File: config.mk
export PLATFORM = sky130hd
export DESIGN_NAME = reload_sequencer_flat
export DESIGN_NICKNAME = d
export VERILOG_FILES = /design/src/rtl/reload_sequencer_if.sv /design/src/rtl/reload_sequencer.sv /design/src/flat_wrapper.sv
export SDC_FILE = /design/constraint.sdc
export NUM_CORES = 1
export LEC_CHECK = 0
export CELL_PAD_IN_SITES_DETAIL_PLACEMENT = 1
export CELL_PAD_IN_SITES_GLOBAL_PLACEMENT = 1
export CORE_MARGIN = 1.5
export CORE_UTILIZATION = 35
export CTS_CLUSTER_SIZE = 8
export DETAILED_ROUTE_END_ITERATION = 8
export PLACE_DENSITY = 0.75
export SYNTH_ARGS = -nofsm -noshare
export SYNTH_HDL_FRONTEND = slang
export SYNTH_SLANG_ARGS = --single-unit
File: constraint.sdc
create_clock -name clk -period 1.5 [get_ports clk]
set_input_delay 0.3 -clock clk [delete_from_list [all_inputs] [get_ports clk]]
set_output_delay 0.3 -clock clk [all_outputs]
set_load 0.01 [all_outputs]
File: src/rtl/reload_sequencer_if.sv
// Reload sequencer bus: table write port, run control, timer link
// and sequencing status outputs.
interface reload_sequencer_if;
    logic       wr_en;
    logic [1:0] wr_addr;
    logic [3:0] wr_data;
    logic [1:0] len;
    logic       start;
    logic       stop;
    logic [3:0] q_in;
    logic [3:0] d_out;
    logic [1:0] slot;
    logic       running;
    logic       epoch_done;
    logic [7:0] epochs;

    modport master (
        output wr_en,
        output wr_addr,
        output wr_data,
        output len,
        output start,
        output stop,
        output q_in,
        input  d_out,
        input  slot,
        input  running,
        input  epoch_done,
        input  epochs
    );

    modport slave (
        input  wr_en,
        input  wr_addr,
        input  wr_data,
        input  len,
        input  start,
        input  stop,
        input  q_in,
        output d_out,
        output slot,
        output running,
        output epoch_done,
        output epochs
    );
endinterface

File: src/rtl/reload_sequencer.sv
// Steps a countdown timer through a 4-entry reload table, one entry
// per timer expiry, counting completed passes through the table.
module reload_sequencer (
    input  logic              clk,
    input  logic              reset,
    reload_sequencer_if.slave bus
);
    typedef enum logic {
        IDLE = 1'b0,
        RUN  = 1'b1
    } state_t;

    state_t     state;
    logic [1:0] slot_r;
    logic [1:0] len_r;
    logic [3:0] tbl [4];
    logic [7:0] epochs_r;
    logic       done_r;
    logic       reload;
    logic       wrap;

    // The timer reloads from d_out on the same edge it reads zero.
    assign reload = (state == RUN) && !bus.stop
                    && (bus.q_in == 4'h0);
    assign wrap   = (slot_r == len_r);

    always_ff @(posedge clk) begin
        if (reset) begin
            state    <= IDLE;
            slot_r   <= 2'd0;
            len_r    <= 2'd0;
            epochs_r <= 8'h00;
            done_r   <= 1'b0;
            for (int i = 0; i < 4; i++) begin
                tbl[i] <= 4'h0;
            end
        end else begin
            if (bus.wr_en) begin
                tbl[bus.wr_addr] <= bus.wr_data;
            end
            done_r <= 1'b0;
            case (state)
                IDLE: begin
                    if (bus.start && !bus.stop) begin
                        state    <= RUN;
                        slot_r   <= 2'd0;
                        len_r    <= bus.len;
                        epochs_r <= 8'h00;
                    end
                end
                RUN: begin
                    if (bus.stop) begin
                        state  <= IDLE;
                        slot_r <= 2'd0;
                    end else if (reload) begin
                        slot_r <= wrap ? 2'd0 : slot_r + 2'd1;
                        if (wrap) begin
                            done_r <= 1'b1;
                            if (epochs_r != 8'hFF) begin
                                epochs_r <= epochs_r + 8'd1;
                            end
                        end
                    end
                end
                default: state <= IDLE;
            endcase
        end
    end

    // Parking at zero in IDLE keeps the attached timer at rest.
    assign bus.d_out      = (state == RUN) ? tbl[slot_r] : 4'h0;
    assign bus.slot       = slot_r;
    assign bus.running    = (state == RUN);
    assign bus.epoch_done = done_r;
    assign bus.epochs     = epochs_r;
endmodule

File: src/flat_wrapper.sv
// flat-port wrapper written by rule: the top's interface ports become plain ports
module reload_sequencer_flat 
  (clk, reset, bus_wr_en, bus_wr_addr, bus_wr_data, bus_len, bus_start, bus_stop, bus_q_in, bus_d_out, bus_slot, bus_running, bus_epoch_done, bus_epochs);
  reload_sequencer_if bus_i ();
  input  logic clk;
  input  logic reset;
  input wire logic [$bits(bus_i.wr_en)-1:0] bus_wr_en;
  input wire logic [$bits(bus_i.wr_addr)-1:0] bus_wr_addr;
  input wire logic [$bits(bus_i.wr_data)-1:0] bus_wr_data;
  input wire logic [$bits(bus_i.len)-1:0] bus_len;
  input wire logic [$bits(bus_i.start)-1:0] bus_start;
  input wire logic [$bits(bus_i.stop)-1:0] bus_stop;
  input wire logic [$bits(bus_i.q_in)-1:0] bus_q_in;
  output wire logic [$bits(bus_i.d_out)-1:0] bus_d_out;
  output wire logic [$bits(bus_i.slot)-1:0] bus_slot;
  output wire logic [$bits(bus_i.running)-1:0] bus_running;
  output wire logic [$bits(bus_i.epoch_done)-1:0] bus_epoch_done;
  output wire logic [$bits(bus_i.epochs)-1:0] bus_epochs;
  assign bus_i.wr_en = bus_wr_en;
  assign bus_i.wr_addr = bus_wr_addr;
  assign bus_i.wr_data = bus_wr_data;
  assign bus_i.len = bus_len;
  assign bus_i.start = bus_start;
  assign bus_i.stop = bus_stop;
  assign bus_i.q_in = bus_q_in;
  assign bus_d_out = bus_i.d_out;
  assign bus_slot = bus_i.slot;
  assign bus_running = bus_i.running;
  assign bus_epoch_done = bus_i.epoch_done;
  assign bus_epochs = bus_i.epochs;
  reload_sequencer u_core (.clk(clk), .reset(reset), .bus(bus_i));
endmodule
==> results of run 1 <==
[cell usage after synthesis, types with 2 or more instances]
| cell type | number | area share |
|---|---|---|
| o311ai_0 | 4 | 0.022 |
| and2_1 | 21 | 0.082 |
| or2_2 | 2 | 0.0078 |
| or4_1 | 3 | 0.014 |
| o21ai_0 | 3 | 0.0094 |
| inv_1 | 3 | 0.0070 |
| mux4_2 | 4 | 0.056 |
| nand2b_1 | 4 | 0.016 |
| a31o_2 | 2 | 0.011 |
| nand4b_1 | 2 | 0.011 |
| clkbuf_1 | 2 | 0.0047 |
| nor3_1 | 4 | 0.013 |
| nor2b_1 | 3 | 0.012 |
| and3_1 | 3 | 0.012 |
| nor2_1 | 6 | 0.014 |
| edfxtp_1 | 16 | 0.30 |
| xnor2_2 | 2 | 0.020 |
| dfxtp_1 | 16 | 0.20 |
| or3_1 | 5 | 0.020 |
| nand2_1 | 7 | 0.016 |
| a21oi_1 | 8 | 0.025 |
| nand3_1 | 4 | 0.013 |
[sequential cells by signal (all words and copies together) (netlist names), named ones only]
register               count
u_core.bus.running         1
u_core.bus.slot            2
u_core.len_r               2
u_core.tbl                16
u_core.bus.epochs          8
u_core.bus.epoch_done      1
[final timing paths]
| path | start | end | slack, ns |
|---|---|---|---|
| setup / recovery | u_core.tbl[3][3]$_DFFE_PP_ | bus_d_out[3] | -0.25 |
| hold / removal | bus_q_in[0] | u_core.bus.epoch_done$_SDFF_PP0_ | 0.46 |
| setup reg to reg | u_core.bus.epochs[1]$_SDFFE_PP0P_ | u_core.bus.epochs[6]$_SDFFE_PP0P_ | -0.08 |
| hold reg to reg | u_core.len_r[1]$_SDFFE_PP0P_ | u_core.len_r[1]$_SDFFE_PP0P_ | 0.52 |
[per-stage QoR]
stage,std cells,setup WS [ns]
detailed placement,252,-0.632
floorplan,144,-0.0151
global placement,252,-0.513
global route,267,-0.307
finish,267,-0.250
CTS,261,-0.269
[worst max-delay path, cell delays in order (launching register included)]
cell      delay (ns)
edfxtp_1        0.41
mux4_2          0.48
and2_1          0.14
buf_2           0.14
[metal layers]
| layer | up-vias | wire length (um) | GRT usage |
|---|---|---|---|
| li1 | 679 | - | - |
| met1 | 696 | 2070 | 0.233 |
| met2 | 31 | 2500 | 0.350 |
| met3 | 8 | 207 | 0.0527 |
| met4 | 0 | 66 | 0.0545 |
| met5 | - | 0 | 0 |
[cells by family (layout without fill, tap and decap cells)]
kind of cell             count (synthesis)  in the layout
adder cells (fa/ha/maj)                  1              1
buffers and inverters                    8             79
AND/OR/NAND/NOR                         72             72
AO/OA/AOI/OAI                           24             24
XOR/XNOR                                 2              2
flip-flops                              32             32
multiplexers                             5              5
[timing repair]
action / CTS / global route
gates resized for setup: 61 / 35
endpoints found under the setup margin: 28 / 19
hold buffers: 0 / 0
buffers inserted: 1 / 6
pin swaps: 9 / 14
[area by class of cell]
type | instances | area share
clock inverters | 3 | 0.0169
well taps | 52 | 0.0258
repair buffers | 67 | 0.230
clock buffers | 5 | 0.0273
multi-input cells | 104 | 0.368
flip-flops and latches | 32 | 0.327
inverters | 4 | 0.00595
[report_power, final]
| part | switching (uW) | internal, uW | total [uW] |
|---|---|---|---|
| Sequential | 15.8 | 951 | 967 |
| Combinational | 100 | 124 | 225 |
| Clock | 352 | 492 | 843 |
==> impl_metrics.py, run 1 <==
metrics = {
    "outcome": {
        "outcome": "complete, but fails checks",
        "violations": "setup timing",
    },
    "finish": {
        "final_nets": 232,
        "antennaDiodeCount": 0,
        "seq_area_um2": 825,
        "drive_above_1_share": 0.474,
        "final_area_um2": 2520,
        "multi_input_area_um2": 927,
        "final_common_cell": "buf_4",
        "syn2layout_area_growth_pct": 57.5,
        "fillers": 470,
        "final_util": 0.575,
        "final_cell_mix": "buf_4 (29), and2_1 (19), edfxtp_1 (16), clkdlybuf4s50_1 (12), dlygate4sd2_1 (12)",
    },
    "timing": {
        "fin_worst_skew_ns": 0.00615,
        "setup_viol": 7,
        "worst_slack_ns": -0.250,
        "whs_ns": 0.457,
        "hold_viol": 0,
        "tightest_slew_ns": 0.309,
        "rsz0062_at_grt": "true",
        "clock.fmax_ghz": 0.571,
        "fin_crit_ns": 1.75,
        "relSlewSlack": 0.793,
        "fin_crit_sh": 1.17,
        "drv_slew": 0,
        "setup_tns_ns": -1.07,
    },
    "global_route": {
        "grt_pass1_vias": 1494,
        "gr-total-overflow": 0,
        "antenna_found_initial": 0,
        "grt_pass1_wl_um": 7420,
        "track_usage": 0.196,
        "grt_max_degree": 14,
    },
    "synth": {
        "synth_top_family_by_area": "simple AND/OR/NAND/NOR gates",
        "synth_warnings": 0,
        "syn-cell-area_um2": 1600,
        "synthFlopType": "edfxtp_1",
        "synth-edff-count": 16,
        "synth_seq_cells": 32,
        "ys_seq_area_frac": 0.500,
        "synth_cell_type_count": 42,
        "synth_nets": 162,
        "synth_fa_ha_area_frac": 0.00781,
        "synthCells": 144,
        "avgSynthCellArea_um2": 11.1,
        "async_reset_ff_frac": 0,
        "synth-compound-area-share": 0.102,
        "synth-simple-area-share": 0.284,
        "synthMuxAreaShare": 0.0625,
        "synth_xor_xnor_area_share": 0.0203,
    },
    "routing": {
        "drcViolationCount": 0,
        "wl_per_cell_um": 18.1,
        "dr.first_iter.drc_count": 47,
        "final_antenna_net_count": 0,
        "vias_per_cell": 5.30,
        "via_count": 1414,
        "first_pass_iters": 4,
        "wl_um": 4850,
    },
    "floorplanning": {
        "die_h_um": 70.6,
        "initial_core_util": 0.365,
        "rows": 24,
        "die_x_um": 70.6,
        "dieArea_um2": 4990,
        "io_pins": 33,
        "coreArea_um2": 4380,
    },
    "placed_design": {
        "dpl_cell_area_um2": 2180,
        "place.gp.congestion": 0.819,
        "portBuffers": 32,
        "hpwl_um": 3280,
    },
    "min_path": {
        "hold_path.class": "in2reg",
        "hold_depth": 5,
    },
    "power_and_ir_drop": {
        "power_density_nw_per_um2": 807,
        "ir_drop_mv": 0.434,
        "total_power_uw": 2040,
        "p_leak_uw": 0.000984,
    },
    "cts": {
        "clk_pin_slew_ns": 0.07,
        "clock_latency_ns": 0.29,
        "numClockSinks": 32,
        "cts_root_buffer": "clkbuf_8",
        "cts-buffers-inserted": 5,
        "cts_tree": "built",
        "cts_buffer_depth": 2,
        "htree_levels": 2,
    },
    "worst_setup_path": {
        "worstPathMaxFanout": 1,
        "r2r_cells": 5,
        "startpoint_type": "flop",
        "worstPathRequired_ns": 1.20,
        "crit_arrival_ns": 1.45,
        "end_kind": "primary output",
        "crit_type": "reg2out",
    },
    "run": {
        "maxCapViolations": 0,
    },
}
(Power assumes the default switching activity.)
==> run 2: changes to the inputs <==
RECOVER_POWER = 100   (was unset)
==> run 2 against run 1 <==
- the run still ends with setup timing left
- first-iteration DRC count decreased by 15%
- cell area is 0.40% lower
- clock power barely moved
- combinational power about the same
- non-clock buffer count is the same
- total power hardly changed
- critical path type unchanged
==> impl_metrics.py, run 2 (synthesized netlist as in run 1, its figures left out) <==
metrics = {
    "global_route": {
        "antenna_found_initial": 0,
        "grt_pass1_wl_um": 7420,
        "grt_pass1_vias": 1494,
        "grt_max_degree": 14,
        "track_usage": 0.196,
        "gr-total-overflow": 0,
    },
    "finish": {
        "final_common_cell": "buf_4",
        "fillers": 475,
        "antennaDiodeCount": 0,
        "final_nets": 232,
        "final_cell_mix": "buf_4 (26), and2_1 (19), edfxtp_1 (16), dlygate4sd2_1 (12), clkdlybuf4s50_1 (11)",
        "multi_input_area_um2": 927,
        "seq_area_um2": 823,
        "regMostFlops": "u_core.tbl",
        "largest_register_ffs": 16,
        "syn2layout_area_growth_pct": 56.9,
        "drive_above_1_share": 0.465,
    },
    "cts": {
        "htree_levels": 2,
        "cts_root_buffer": "clkbuf_8",
        "postCtsHoldBufs": 0,
        "clk_pin_slew_ns": 0.08,
        "cts_tree": "built",
        "cts_buffer_depth": 2,
        "cts-buffers-inserted": 5,
        "numClockSinks": 32,
        "clock_latency_ns": 0.29,
    },
    "power_and_ir_drop": {
        "total_power_uw": 2030,
        "p_leak_uw": 0.000962,
        "power_density_nw_per_um2": 810,
        "ir_drop_mv": 0.433,
    },
    "routing": {
        "wl_per_cell_um": 18.1,
        "vias_per_cell": 5.28,
        "wl_um": 4850,
        "first_pass_iters": 4,
        "final_antenna_net_count": 0,
        "dr.first_iter.drc_count": 40,
        "drcViolationCount": 0,
        "via_count": 1411,
    },
    "placed_design": {
        "portBuffers": 32,
        "place.gp.congestion": 0.819,
        "hpwl_um": 3280,
    },
    "outcome": {
        "outcome": "complete, but fails checks",
        "violations": "setup timing",
    },
    "worst_setup_path": {
        "end_kind": "primary output",
        "worstPathMaxFanout": 1,
        "slowest_stage": "mux4_2",
        "worstPathRequired_ns": 1.20,
        "cpPeakStageDelay_ns": 0.48,
        "crit_arrival_ns": 1.45,
        "startpoint_type": "flop",
        "crit_path_cell_trace": "mux4_2, and2_1, buf_2",
        "crit_type": "reg2out",
    },
    "timing": {
        "relSlewSlack": 0.792,
        "hold_viol": 0,
        "fin_worst_skew_ns": 0.00694,
        "setup_tns_ns": -1.43,
        "setup_viol": 11,
        "rsz0062_at_grt": "true",
        "clock.fmax_ghz": 0.572,
        "drv_slew": 0,
        "fin_crit_ns": 1.75,
        "worst_slack_ns": -0.249,
        "tightest_slew_ns": 0.309,
        "fin_crit_sh": 1.17,
        "whs_ns": 0.457,
    },
    "floorplanning": {
        "coreArea_um2": 4380,
        "die_h_um": 70.6,
        "initial_core_util": 0.365,
        "die_x_um": 70.6,
        "io_pins": 33,
        "dieArea_um2": 4990,
        "rows": 24,
    },
    "run": {
        "maxCapViolations": 0,
    },
    "min_path": {
        "hold_path.class": "in2reg",
    },
}
[run 2: changes by cell type in the layout (fill, tap and decap cells not counted)]
cell,previous run,this run
buf_2,4,5
buf_4,29,26
dfxtp_2,10,9
clkdlybuf4s25_1,0,1
clkbuf_1,0,1
dlymetal6s2s_1,1,0
dfxtp_1,3,4
dlygate4sd3_1,0,1
clkdlybuf4s50_1,12,11
clkbuf_4,0,1
[run 2: through the flow]
step                      worst slack (ns)   util  cell area, um^2  std cells
after global placement              -0.513  0.497             2180        252
after floorplan                    -0.0151      -             1610        144
after global routing                -0.307  0.573             2510        267
final                               -0.249  0.573             2510        267
after CTS                           -0.269  0.529             2320        261
after detailed placement            -0.632  0.497             2180        252
[run 2: repair_timing]
item,4_1_cts,5_1_grt
endpoints found under the hold margin,0,0
setup buffers,1,6
resized for setup,61,35
pin swaps,9,14
endpoints found under the setup margin,28,19
[run 2: layout make-up]
cell class / count / share of cell area
Multi-Input combinational cell: 104 / 0.369
Sequential cell: 32 / 0.328
Timing Repair Buffer: 67 / 0.227
Clock buffer: 5 / 0.0274
Tap cell: 52 / 0.0259
Clock inverter: 3 / 0.0169
Inverter: 4 / 0.00598
[run 2: worst paths after layout]
check | startpoint | end | slack, ns | depth (start not counted)
hold / removal | bus_q_in[0] | u_core.bus.epoch_done$_SDFF_PP0_ | 0.46 | 5
setup reg to reg | u_core.bus.epochs[1]$_SDFFE_PP0P_ | u_core.bus.epochs[6]$_SDFFE_PP0P_ | -0.08 | 5
hold reg to reg | u_core.len_r[1]$_SDFFE_PP0P_ | u_core.len_r[1]$_SDFFE_PP0P_ | 0.52 | 2
setup / recovery | u_core.tbl[3][3]$_DFFE_PP_ | bus_d_out[3] | -0.25 | 3
[run 2: power breakdown]
group	total [uW]	switching, uW	internal [uW]
clock	845	353	492
sequential	967	15.7	951
combinational	222	100	122
total	2030	469	1560
[run 2: critical path, delay by kind of cell, from the launching register on]
kind,cells,cell delay [ns]
simple gates,1,0.14
mux,1,0.48
buf+inv,1,0.14
flops,1,0.41
[run 2: per-layer routing]
metal,global-route usage,share of wire,wire [um],vias up
met5,0,0,0,-
met4,0.0545,0.014,70,0
met3,0.0527,0.040,195,9
met2,0.350,0.51,2500,29
met1,0.233,0.43,2090,695
li1,-,-,-,678
==> run 3: changes to the inputs <==
PLACE_DENSITY = 0.72   (was 0.75)
==> run 3 against run 2 <==
- the flow still finishes with violations (setup timing)
- total power down 1.9%
- global-route usage increased by 1.7 points
- hold slack better by 0.020 ns
- count of clock-buffer cells in the layout is 1 higher
- first-iteration DRC count is 25% higher
- sequential cell count is the same
- critical endpoint is now bus_d_out[0]
==> impl_metrics.py, run 3 (synthesized netlist as in run 1, its figures left out) <==
metrics = {
    "finish": {
        "regMostFlops": "u_core.tbl",
        "seq_area_um2": 812,
        "final_common_cell": "buf_4",
        "syn2layout_area_growth_pct": 50.9,
        "antennaDiodeCount": 0,
        "final_area_um2": 2420,
        "fillers": 482,
        "final_cell_mix": "buf_4 (21), edfxtp_1 (16), dlygate4sd2_1 (13), and2_0 (11), dfxtp_1 (11)",
        "final_nets": 231,
        "multi_input_area_um2": 857,
        "largest_register_ffs": 16,
        "drive_above_1_share": 0.355,
    },
    "timing": {
        "tightest_slew_ns": 0.392,
        "setup_tns_ns": -2.39,
        "fin_worst_skew_ns": 0.00556,
        "fin_crit_ns": 1.76,
        "drv_slew": 0,
        "worst_slack_ns": -0.265,
        "hold_viol": 0,
        "setup_viol": 14,
        "clock.fmax_ghz": 0.567,
        "relSlewSlack": 0.737,
        "fin_crit_sh": 1.18,
        "rsz0062_at_grt": "true",
    },
    "power_and_ir_drop": {
        "total_power_uw": 1990,
        "p_leak_uw": 0.000920,
        "power_density_nw_per_um2": 826,
        "ir_drop_mv": 0.532,
    },
    "global_route": {
        "grt_pass1_vias": 1588,
        "gr-total-overflow": 0,
        "grt_pass1_wl_um": 8110,
        "track_usage": 0.213,
        "grt_max_degree": 16,
        "antenna_found_initial": 0,
    },
    "worst_setup_path": {
        "crit_arrival_ns": 1.46,
        "r2r_start": "u_core.len_r[0]$_SDFFE_PP0P_",
        "r2r_setup_slack_ns": -0.22,
        "r2r_end": "u_core.bus.epochs[4]$_SDFFE_PP0P_",
        "worstPathRequired_ns": 1.20,
        "startpoint_type": "flop",
        "r2r_cells": 5,
        "worstPathMaxFanout": 4,
        "crit_type": "reg2out",
        "end_kind": "primary output",
    },
    "placed_design": {
        "dpl_cell_area_um2": 2160,
        "hpwl_um": 3450,
        "place.gp.congestion": 0.841,
        "portBuffers": 32,
    },
    "routing": {
        "drcViolationCount": 0,
        "wl_per_cell_um": 19.7,
        "dr.first_iter.drc_count": 50,
        "final_antenna_net_count": 0,
        "via_count": 1453,
        "wl_um": 5230,
        "first_pass_iters": 4,
        "vias_per_cell": 5.46,
    },
    "cts": {
        "numClockSinks": 32,
        "cts_tree": "built",
        "htree_levels": 2,
        "cts-buffers-inserted": 5,
        "cts_root_buffer": "clkbuf_8",
        "clock_latency_ns": 0.29,
        "clk_pin_slew_ns": 0.07,
        "cts_buffer_depth": 2,
    },
    "floorplanning": {
        "die_x_um": 70.6,
        "dieArea_um2": 4990,
        "coreArea_um2": 4380,
        "io_pins": 33,
        "initial_core_util": 0.365,
        "rows": 24,
        "die_h_um": 70.6,
    },
    "outcome": {
        "outcome": "complete, but fails checks",
        "violations": "setup timing",
    },
    "min_path": {
        "hold_path.class": "in2reg",
        "hold_depth": 5,
        "hold_start": "bus_q_in[0]",
        "hold_path_end": "u_core.bus.epoch_done$_SDFF_PP0_",
    },
    "run": {
        "maxCapViolations": 0,
    },
}
==> run 3: worst max-delay path by stage <==
| stage | from | end | slack [ns] | cells after the start |
|---|---|---|---|---|
| after floorplan | bus_q_in[2] | u_core.bus.epochs[7]$_SDFFE_PP0P_ | -0.02 | 5 |
| after global placement | bus_q_in[2] | u_core.bus.epochs[5]$_SDFFE_PP0P_ | -0.56 | 6 |
| after detailed placement | bus_q_in[2] | u_core.bus.epochs[5]$_SDFFE_PP0P_ | -0.66 | 6 |
| after CTS | flop | bus_d_out[0] | -0.28 | 3 |
| after global routing | flop | bus_d_out[0] | -0.32 | 3 |
| final | flop | bus_d_out[0] | -0.26 | 3 |
==> run 3: cell type report <==
type	instances	area share
timing repair buffer	66	0.231
clock inverter	2	0.0145
sequential	32	0.336
inverter	4	0.00621
clock buffer	6	0.0300
tap	52	0.0269
multi-input combinational	104	0.355
==> run 3: power breakdown <==
group          switching [uW]  internal [uW]
registers                15.9            954
logic                    96.3            103
clock network             333            493
==> run 3: stage by stage <==
step	setup slack, ns	instances	utilization	hold WS (ns)
6_report	-0.265	266	0.551	0.476
2_1_floorplan	-0.0151	144	-	0.379
5_1_grt	-0.321	266	0.551	0.488
4_1_cts	-0.281	266	0.546	0.456
3_3_place_gp	-0.558	249	0.492	0.492
3_5_place_dp	-0.661	249	0.492	0.500
==> run 3: repair_timing <==
| item | in CTS | in global routing |
|---|---|---|
| hold buffers | 0 | 0 |
| pin swaps | 14 | 10 |
| setup endpoints to repair | 27 | 18 |
| gates resized for setup | 63 | 20 |
| setup buffers | 9 | 0 |
==> run 3: worst max-delay path, stage by stage, from the launching register on <==
cell     delay (ns)
dfxtp_4        0.39
mux4_2         0.50
and2_1         0.15
buf_2          0.13
==> run 3: metal layers <==
layer / vias to the layer above / track usage / part of all wire
met5: - / 0 / 0
met4: 0 / 0.103 / 0.022
met3: 10 / 0.0470 / 0.038
met2: 40 / 0.378 / 0.53
met1: 726 / 0.243 / 0.41
li1: 677 / - / -
